`src/rtl/list_access_ctrl_pkg.sv`:
```
// Shared types and constants for the list access controller and its arbiter.
package list_pkg;

    typedef enum logic [1:0] {
        IDLE,
        READ_START,
        READ_WAIT
    } state_t;

    localparam int DEFAULT_MAX_LENGTH = 256;
    localparam int DEFAULT_WIDTH      = 2;

    // Address-style width: ceil(log2(x)), never less than one bit.
    function automatic int bits(input int x);
        return (x > 1) ? $clog2(x) : 1;
    endfunction

endpackage

```
`src/rtl/list_access_ctrl_if.sv`:
```
// Requester-facing bus of the list access controller: two push ports, one readback port, status.
interface list_access_if import list_pkg::*; #(
    parameter int MAX_LENGTH = DEFAULT_MAX_LENGTH,
    parameter int WIDTH      = DEFAULT_WIDTH
);

    logic                     req0;
    logic [WIDTH-1:0]         data0;
    logic                     gnt0;
    logic                     req1;
    logic [WIDTH-1:0]         data1;
    logic                     gnt1;
    logic                     rd_req;
    logic                     rd_gnt;
    logic                     rd_done;
    logic                     rd_err;
    logic                     busy;
    logic                     full;
    logic [bits(MAX_LENGTH):0] count;

    modport master (
        output req0, data0, req1, data1, rd_req,
        input  gnt0, gnt1, rd_gnt, rd_done, rd_err, busy, full, count
    );

    modport slave (
        input  req0, data0, req1, data1, rd_req,
        output gnt0, gnt1, rd_gnt, rd_done, rd_err, busy, full, count
    );

endinterface

```
`src/rtl/list_access_ctrl_rr_arb2.sv`:
```
// Two-way round-robin push arbiter; the pointer register lives in the parent.
module rr_arb2 (
    input  logic [1:0] req,
    input  logic       en,
    input  logic       rr_last,
    output logic [1:0] gnt,
    output logic       next_last
);

    // A lone requester wins without moving the pointer; only a tie rotates it.
    always_comb begin
        gnt       = 2'b00;
        next_last = rr_last;
        if (en) begin
            unique case (req)
                2'b01: gnt = 2'b01;
                2'b10: gnt = 2'b10;
                2'b11: begin
                    if (rr_last) begin
                        gnt       = 2'b01;
                        next_last = 1'b0;
                    end else begin
                        gnt       = 2'b10;
                        next_last = 1'b1;
                    end
                end
                default: gnt = 2'b00;
            endcase
        end
    end

endmodule

```
`src/rtl/list_access_ctrl.sv`:
```
// Shares one LIFO list between two push requesters and a readback requester,
// sequencing en_read -> read_done with a watchdog.
module list_access_ctrl import list_pkg::*; #(
    parameter int MAX_LENGTH = DEFAULT_MAX_LENGTH,
    parameter int WIDTH      = DEFAULT_WIDTH,
    parameter int RD_TIMEOUT = MAX_LENGTH + 8
) (
    input  logic             clk,
    input  logic             rst_n,
    list_access_if.slave     bus,
    output logic             list_push,
    output logic [WIDTH-1:0] list_data,
    output logic             list_en_read,
    input  logic             list_read_done
);

    localparam int CW  = bits(MAX_LENGTH) + 1;
    localparam int WDW = bits(RD_TIMEOUT) + 1;
    localparam logic [CW-1:0]  MAX_COUNT = CW'(MAX_LENGTH);
    localparam logic [WDW-1:0] WD_LAST   = WDW'(RD_TIMEOUT - 1);

    state_t         state, state_next;
    logic [CW-1:0]  count_q;
    logic [WDW-1:0] wd, wd_next;
    logic           rr_last;
    logic           rd_gnt_q, rd_done_q, rd_err_q, busy_q, en_read_q;
    logic           rd_gnt_next, rd_done_next, rd_err_next;
    logic           full_w;
    logic           arb_en;
    logic [1:0]     arb_gnt;
    logic           arb_next_last;

    assign full_w = (count_q == MAX_COUNT);

    // A pending readback always beats pushes, and nothing is pushed while a read is in flight.
    assign arb_en = (state == IDLE) && !bus.rd_req && !full_w;

    rr_arb2 u_arb (
        .req       ({bus.req1, bus.req0}),
        .en        (arb_en),
        .rr_last   (rr_last),
        .gnt       (arb_gnt),
        .next_last (arb_next_last)
    );

    assign bus.gnt0     = arb_gnt[0];
    assign bus.gnt1     = arb_gnt[1];
    assign list_push    = |arb_gnt;
    assign list_data    = arb_gnt[1] ? bus.data1 : bus.data0;
    assign list_en_read = en_read_q;

    assign bus.rd_gnt  = rd_gnt_q;
    assign bus.rd_done = rd_done_q;
    assign bus.rd_err  = rd_err_q;
    assign bus.busy    = busy_q;
    assign bus.full    = full_w;
    assign bus.count   = count_q;

    // An empty list is answered immediately since the list would ignore en_read anyway.
    always_comb begin
        state_next   = state;
        wd_next      = wd;
        rd_gnt_next  = 1'b0;
        rd_done_next = 1'b0;
        rd_err_next  = 1'b0;
        unique case (state)
            IDLE: begin
                if (bus.rd_req) begin
                    rd_gnt_next = 1'b1;
                    if (count_q == '0) begin
                        rd_done_next = 1'b1;
                    end else begin
                        state_next = READ_START;
                    end
                end
            end
            READ_START: begin
                state_next = READ_WAIT;
                wd_next    = '0;
            end
            READ_WAIT: begin
                if (list_read_done) begin
                    rd_done_next = 1'b1;
                    state_next   = IDLE;
                end else if (wd == WD_LAST) begin
                    rd_err_next = 1'b1;
                    state_next  = IDLE;
                end else begin
                    wd_next = wd + WDW'(1);
                end
            end
            default: state_next = IDLE;
        endcase
    end

    always_ff @(posedge clk or negedge rst_n) begin
        if (!rst_n) begin
            state     <= IDLE;
            count_q   <= '0;
            rr_last   <= 1'b1;
            wd        <= '0;
            rd_gnt_q  <= 1'b0;
            rd_done_q <= 1'b0;
            rd_err_q  <= 1'b0;
            busy_q    <= 1'b0;
            en_read_q <= 1'b0;
        end else begin
            state     <= state_next;
            wd        <= wd_next;
            rd_gnt_q  <= rd_gnt_next;
            rd_done_q <= rd_done_next;
            rd_err_q  <= rd_err_next;
            busy_q    <= (state_next != IDLE);
            en_read_q <= (state_next == READ_START);
            if (list_push) begin
                count_q <= count_q + CW'(1);
                rr_last <= arb_next_last;
            end
        end
    end

endmodule

```
`src/flat_wrapper.sv`:
```
// flat-port wrapper written by rule: the top's interface ports become plain ports
module list_access_ctrl_flat import list_pkg::*;
#(
    parameter int MAX_LENGTH = DEFAULT_MAX_LENGTH,
    parameter int WIDTH      = DEFAULT_WIDTH,
    parameter int RD_TIMEOUT = MAX_LENGTH + 8
)
  (clk, rst_n, list_push, list_data, list_en_read, list_read_done, bus_req0, bus_data0, bus_req1, bus_data1, bus_rd_req, bus_gnt0, bus_gnt1, bus_rd_gnt, bus_rd_done, bus_rd_err, bus_busy, bus_full, bus_count);
  list_access_if #(.MAX_LENGTH(MAX_LENGTH), .WIDTH(WIDTH)) bus_i ();
  input  logic clk;
  input  logic rst_n;
  output logic list_push;
  output logic [WIDTH-1:0] list_data;
  output logic list_en_read;
  input  logic list_read_done;
  input wire logic [$bits(bus_i.req0)-1:0] bus_req0;
  input wire logic [$bits(bus_i.data0)-1:0] bus_data0;
  input wire logic [$bits(bus_i.req1)-1:0] bus_req1;
  input wire logic [$bits(bus_i.data1)-1:0] bus_data1;
  input wire logic [$bits(bus_i.rd_req)-1:0] bus_rd_req;
  output wire logic [$bits(bus_i.gnt0)-1:0] bus_gnt0;
  output wire logic [$bits(bus_i.gnt1)-1:0] bus_gnt1;
  output wire logic [$bits(bus_i.rd_gnt)-1:0] bus_rd_gnt;
  output wire logic [$bits(bus_i.rd_done)-1:0] bus_rd_done;
  output wire logic [$bits(bus_i.rd_err)-1:0] bus_rd_err;
  output wire logic [$bits(bus_i.busy)-1:0] bus_busy;
  output wire logic [$bits(bus_i.full)-1:0] bus_full;
  output wire logic [$bits(bus_i.count)-1:0] bus_count;
  assign bus_i.req0 = bus_req0;
  assign bus_i.data0 = bus_data0;
  assign bus_i.req1 = bus_req1;
  assign bus_i.data1 = bus_data1;
  assign bus_i.rd_req = bus_rd_req;
  assign bus_gnt0 = bus_i.gnt0;
  assign bus_gnt1 = bus_i.gnt1;
  assign bus_rd_gnt = bus_i.rd_gnt;
  assign bus_rd_done = bus_i.rd_done;
  assign bus_rd_err = bus_i.rd_err;
  assign bus_busy = bus_i.busy;
  assign bus_full = bus_i.full;
  assign bus_count = bus_i.count;
  list_access_ctrl #(.MAX_LENGTH(MAX_LENGTH), .WIDTH(WIDTH), .RD_TIMEOUT(RD_TIMEOUT)) u_core (.clk(clk), .rst_n(rst_n), .bus(bus_i), .list_push(list_push), .list_data(list_data), .list_en_read(list_en_read), .list_read_done(list_read_done));
endmodule
```
`config.mk`:
```
export PLATFORM = sky130hd
export DESIGN_NAME = list_access_ctrl_flat
export DESIGN_NICKNAME = d
export VERILOG_FILES = /design/src/rtl/list_access_ctrl_pkg.sv /design/src/rtl/list_access_ctrl_if.sv /design/src/rtl/list_access_ctrl_rr_arb2.sv /design/src/rtl/list_access_ctrl.sv /design/src/flat_wrapper.sv
export SDC_FILE = /design/constraint.sdc
export NUM_CORES = 1
export LEC_CHECK = 0
export CORE_MARGIN = 2
export CORE_UTILIZATION = 28
export CTS_CLUSTER_SIZE = 28
export DETAILED_ROUTE_END_ITERATION = 7
export PLACE_DENSITY = 0.56
export SLEW_MARGIN = 5
export SYNTH_ARGS = -nofsm -noshare
export SYNTH_HDL_FRONTEND = slang
export SYNTH_SLANG_ARGS = --single-unit
```
`constraint.sdc`:
```
create_clock -name clk -period 3.2 [get_ports clk]
set_clock_uncertainty 0.1 [all_clocks]
set_input_delay 0.8 -clock clk [delete_from_list [all_inputs] [get_ports clk]]
set_output_delay 0.8 -clock clk [all_outputs]
set_load 0.01 [all_outputs]
```
==> reports/qor.txt <==
status -> finished, final reports clean
Ports -> 30
worst hold path class -> reg -> reg
CP top delay family -> buffers and inverters
post-synthesis sequential area ratio -> 49.0%
Die X -> 74.3 um
Pint -> 828 uW
critical hold path startpoint -> u_core.rr_last
antenna violations before repair -> 0
Placed Area -> 1800 um^2
Clk Latency, worst-skew pair -> 270 ps
nets -> 194
Final WS setup -> 133 ps
first-pass GRT wire length -> 5.24 mm
Final Max Tran Viols -> 0
CTS tree -> built
CP max stage delay -> 540 ps
worst slack, placed -> -276 ps
final setup vio count -> 0
Comb pwr share -> 43.4%
clock root buffer -> clkbuf_8
drt wl/cell -> 12.7 um
die area -> 5520 um^2
Setup TNS Final -> 0 ps
drt initial violations -> 20
RSZ-0062 raised after global routing -> no
largest net degree at the start of global routing -> 28
Final Cell Area -> 1920 um^2
worst slew pin tran -> 481 ps
register share of total power -> 41.7%
Post-Synthesis Cells -> 136
Max Root-Sink Buffers -> 2
Hold Path Sink -> u_core.rr_last
Avg Vias per Cell -> 4.63
critical-path maximum fanout -> 5
FF-to-FF End -> u_core.wd[9]
Detail Route Antenna Nets -> 0
top post-synthesis cells by area -> dfrtp_1 47%, xnor2_1 7.6%, nand4_1 3.6%
Clk pwr share -> 14.9%
Post-DP HPWL -> 2.26 mm
Mapped Avg Cell Area -> 10.2 um^2
P_leak -> 0.000836 uW
Final Hold Viols -> 0
Min Clock Period, post-route -> 3070 ps
die height -> 74.3 um
Critical Path RT -> 2300 ps
Residual DRC -> 0
grt ovf -> 0
area of the core -> 4750 um^2
max-slew headroom at the worst pin -> 67.9%
EDFF count, synth -> 0
total wire length -> 3.14 mm
Max-cap violations -> 0
Synth cell types -> 43
Area Overhead vs Synth -> 38.7%
GRT Overall Usage -> 12.3%
commonest cells after routing, fill and taps aside -> 26 x dfrtp_1, 24 x clkdlybuf4s50_1, 14 x buf_4, 13 x nor2_1, 12 x xnor2_1
cts bufs inserted -> 3
Psw -> 444 uW
row count -> 25
post-synth top area share -> 47.1%
Async SR Flop Fraction -> 100%
leading area contributor after synthesis -> dfrtp_1
worst vdd ir -> 0.240 mV
Mapped Nets -> 149
vias -> 1144
H-Tree Depth -> 1
mapped cell area -> 1380 um^2
Synth Warn # -> 0
Clk pin slew, worst setup/hold paths -> 90 ps
Seq cells post-synth -> 27
CP max-delay cell -> clkdlybuf4s50_1
number of inserted diodes -> 0
switch share -> 34.9%
crit-path cells -> clkdlybuf4s50_1 > nand4_1 > buf_4 > mux2_2 > clkdlybuf4s15_1
vias in the first global route -> 1167
commonest non-fill, non-tap cell in the layout -> dfrtp_1
Bufs and invs on worst path -> 3
Initial Util -> 29.1%
hold path cells -> 1
Pwr Density -> 663 nW/um^2
layout cell share with drive strength beyond 1 -> 17.8%
data arrival time of the critical path -> 2170 ps
fmax -> 0.326 GHz
routability congestion estimate -> 0.792
FF-to-FF setup slack -> 1190 ps
critical path class -> in -> out
CP Capture Type -> output pin
I/O Buffers -> 29
1st-pass router iterations -> 4
Top FF cell, synth -> dfrtp_1
launching point of the worst reg2reg path -> u_core.state[1]
crit share post-route -> 95.9%
Worst setup SP type -> input port
R2R cell count -> 4
Sink Count -> 27
==> cell type report <==
cell class / count / area, um^2
Clock buffer: 4 / 45.0
Fill cell: 473 / 2840
Inverter: 8 / 30.0
Multi-Input combinational cell: 98 / 686
Sequential cell: 27 / 677
Tap cell: 67 / 83.8
Timing Repair Buffer: 43 / 397
==> worst max-delay path by stage <==
stage               slack [ps]  depth (start not counted)           startpoint      endpoint
floorplan                  620                          2           bus_rd_req     list_push
global placement          -260                          4           bus_rd_req     list_push
detailed placement        -280                          4           bus_rd_req     list_push
CTS                          2                          6           bus_rd_req      bus_gnt0
global route                10                          9  u_core.bus.count[0]      bus_gnt0
finish                     130                          5             bus_req1  list_data[1]
==> power groups by stage <==
stage          combinational (uW)  sequential [uW]  clock (uW)
2_1_floorplan                 266              527           0
3_3_place_gp                  487              531           0
3_5_place_dp                  496              534           0
4_1_cts                       530              526         203
5_1_grt                       606              544         216
6_report                      553              530         190
==> sequential cells by signal (all words and copies together), names as in the netlist <==
| register | cells |
|---|---|
| u_core.bus.count | 9 |
| u_core.wd | 10 |
| u_core.state | 2 |
| u_core.bus.rd_gnt | 1 |
| u_core.bus.rd_done | 1 |
| u_core.list_en_read | 1 |
| u_core.bus.rd_err | 1 |
| u_core.bus.busy | 1 |
| u_core.rr_last | 1 |
==> cell families after synthesis <==
group                      share of synthesized area [%]
and+or+nand+nor                                     25.2
DFF                                                 49.0
AOI/OAI and AO/OA                                   8.87
xor gates and xnor gates                            8.87
buffers and inverters                               2.99
muxes                                               2.35
adders and majority gates                           2.72
==> through the flow <==
stage	util, %	std cells	hold slack, ps	total power, uW
global route	40.3	247	438	1370
CTS	39.6	244	408	1260
global placement	37.8	236	389	1020
floorplan	-	136	377	793
finish	40.3	247	404	1270
detailed placement	37.8	236	390	1030
==> timing repair <==
item / CTS / global route
hold buffers: 0 / 0
cloned: 0 / 0
endpoints found under the setup margin: 5 / 4
resized for setup: 7 / 7
setup buffers: 4 / 3
pin swaps: 2 / 3
endpoints found under the hold margin: 0 / 0
==> cell usage after synthesis, types with 2 or more instances <==
cell	count
nand4_1	8
xnor2_1	12
nand2b_1	3
clkbuf_1	3
and3_1	2
nor2_1	13
nor3_1	5
mux2_2	2
nor3b_1	2
ha_1	3
a21oi_1	2
nand2_1	9
o21ai_0	3
dfrtp_1	26
nand3_1	6
nor2b_1	2
inv_1	8
xor2_1	2
==> layer usage <==
| metal | vias up | GRT usage [%] | wire length [um] |
|---|---|---|---|
| li1 | 569 | - | - |
| met1 | 553 | 14.7 | 1420 |
| met2 | 20 | 22.1 | 1580 |
| met3 | 2 | 3.12 | 123 |
| met4 | 0 | 3.17 | 19 |
| met5 | - | 0 | 0 |
(Power assumes the default switching activity.)
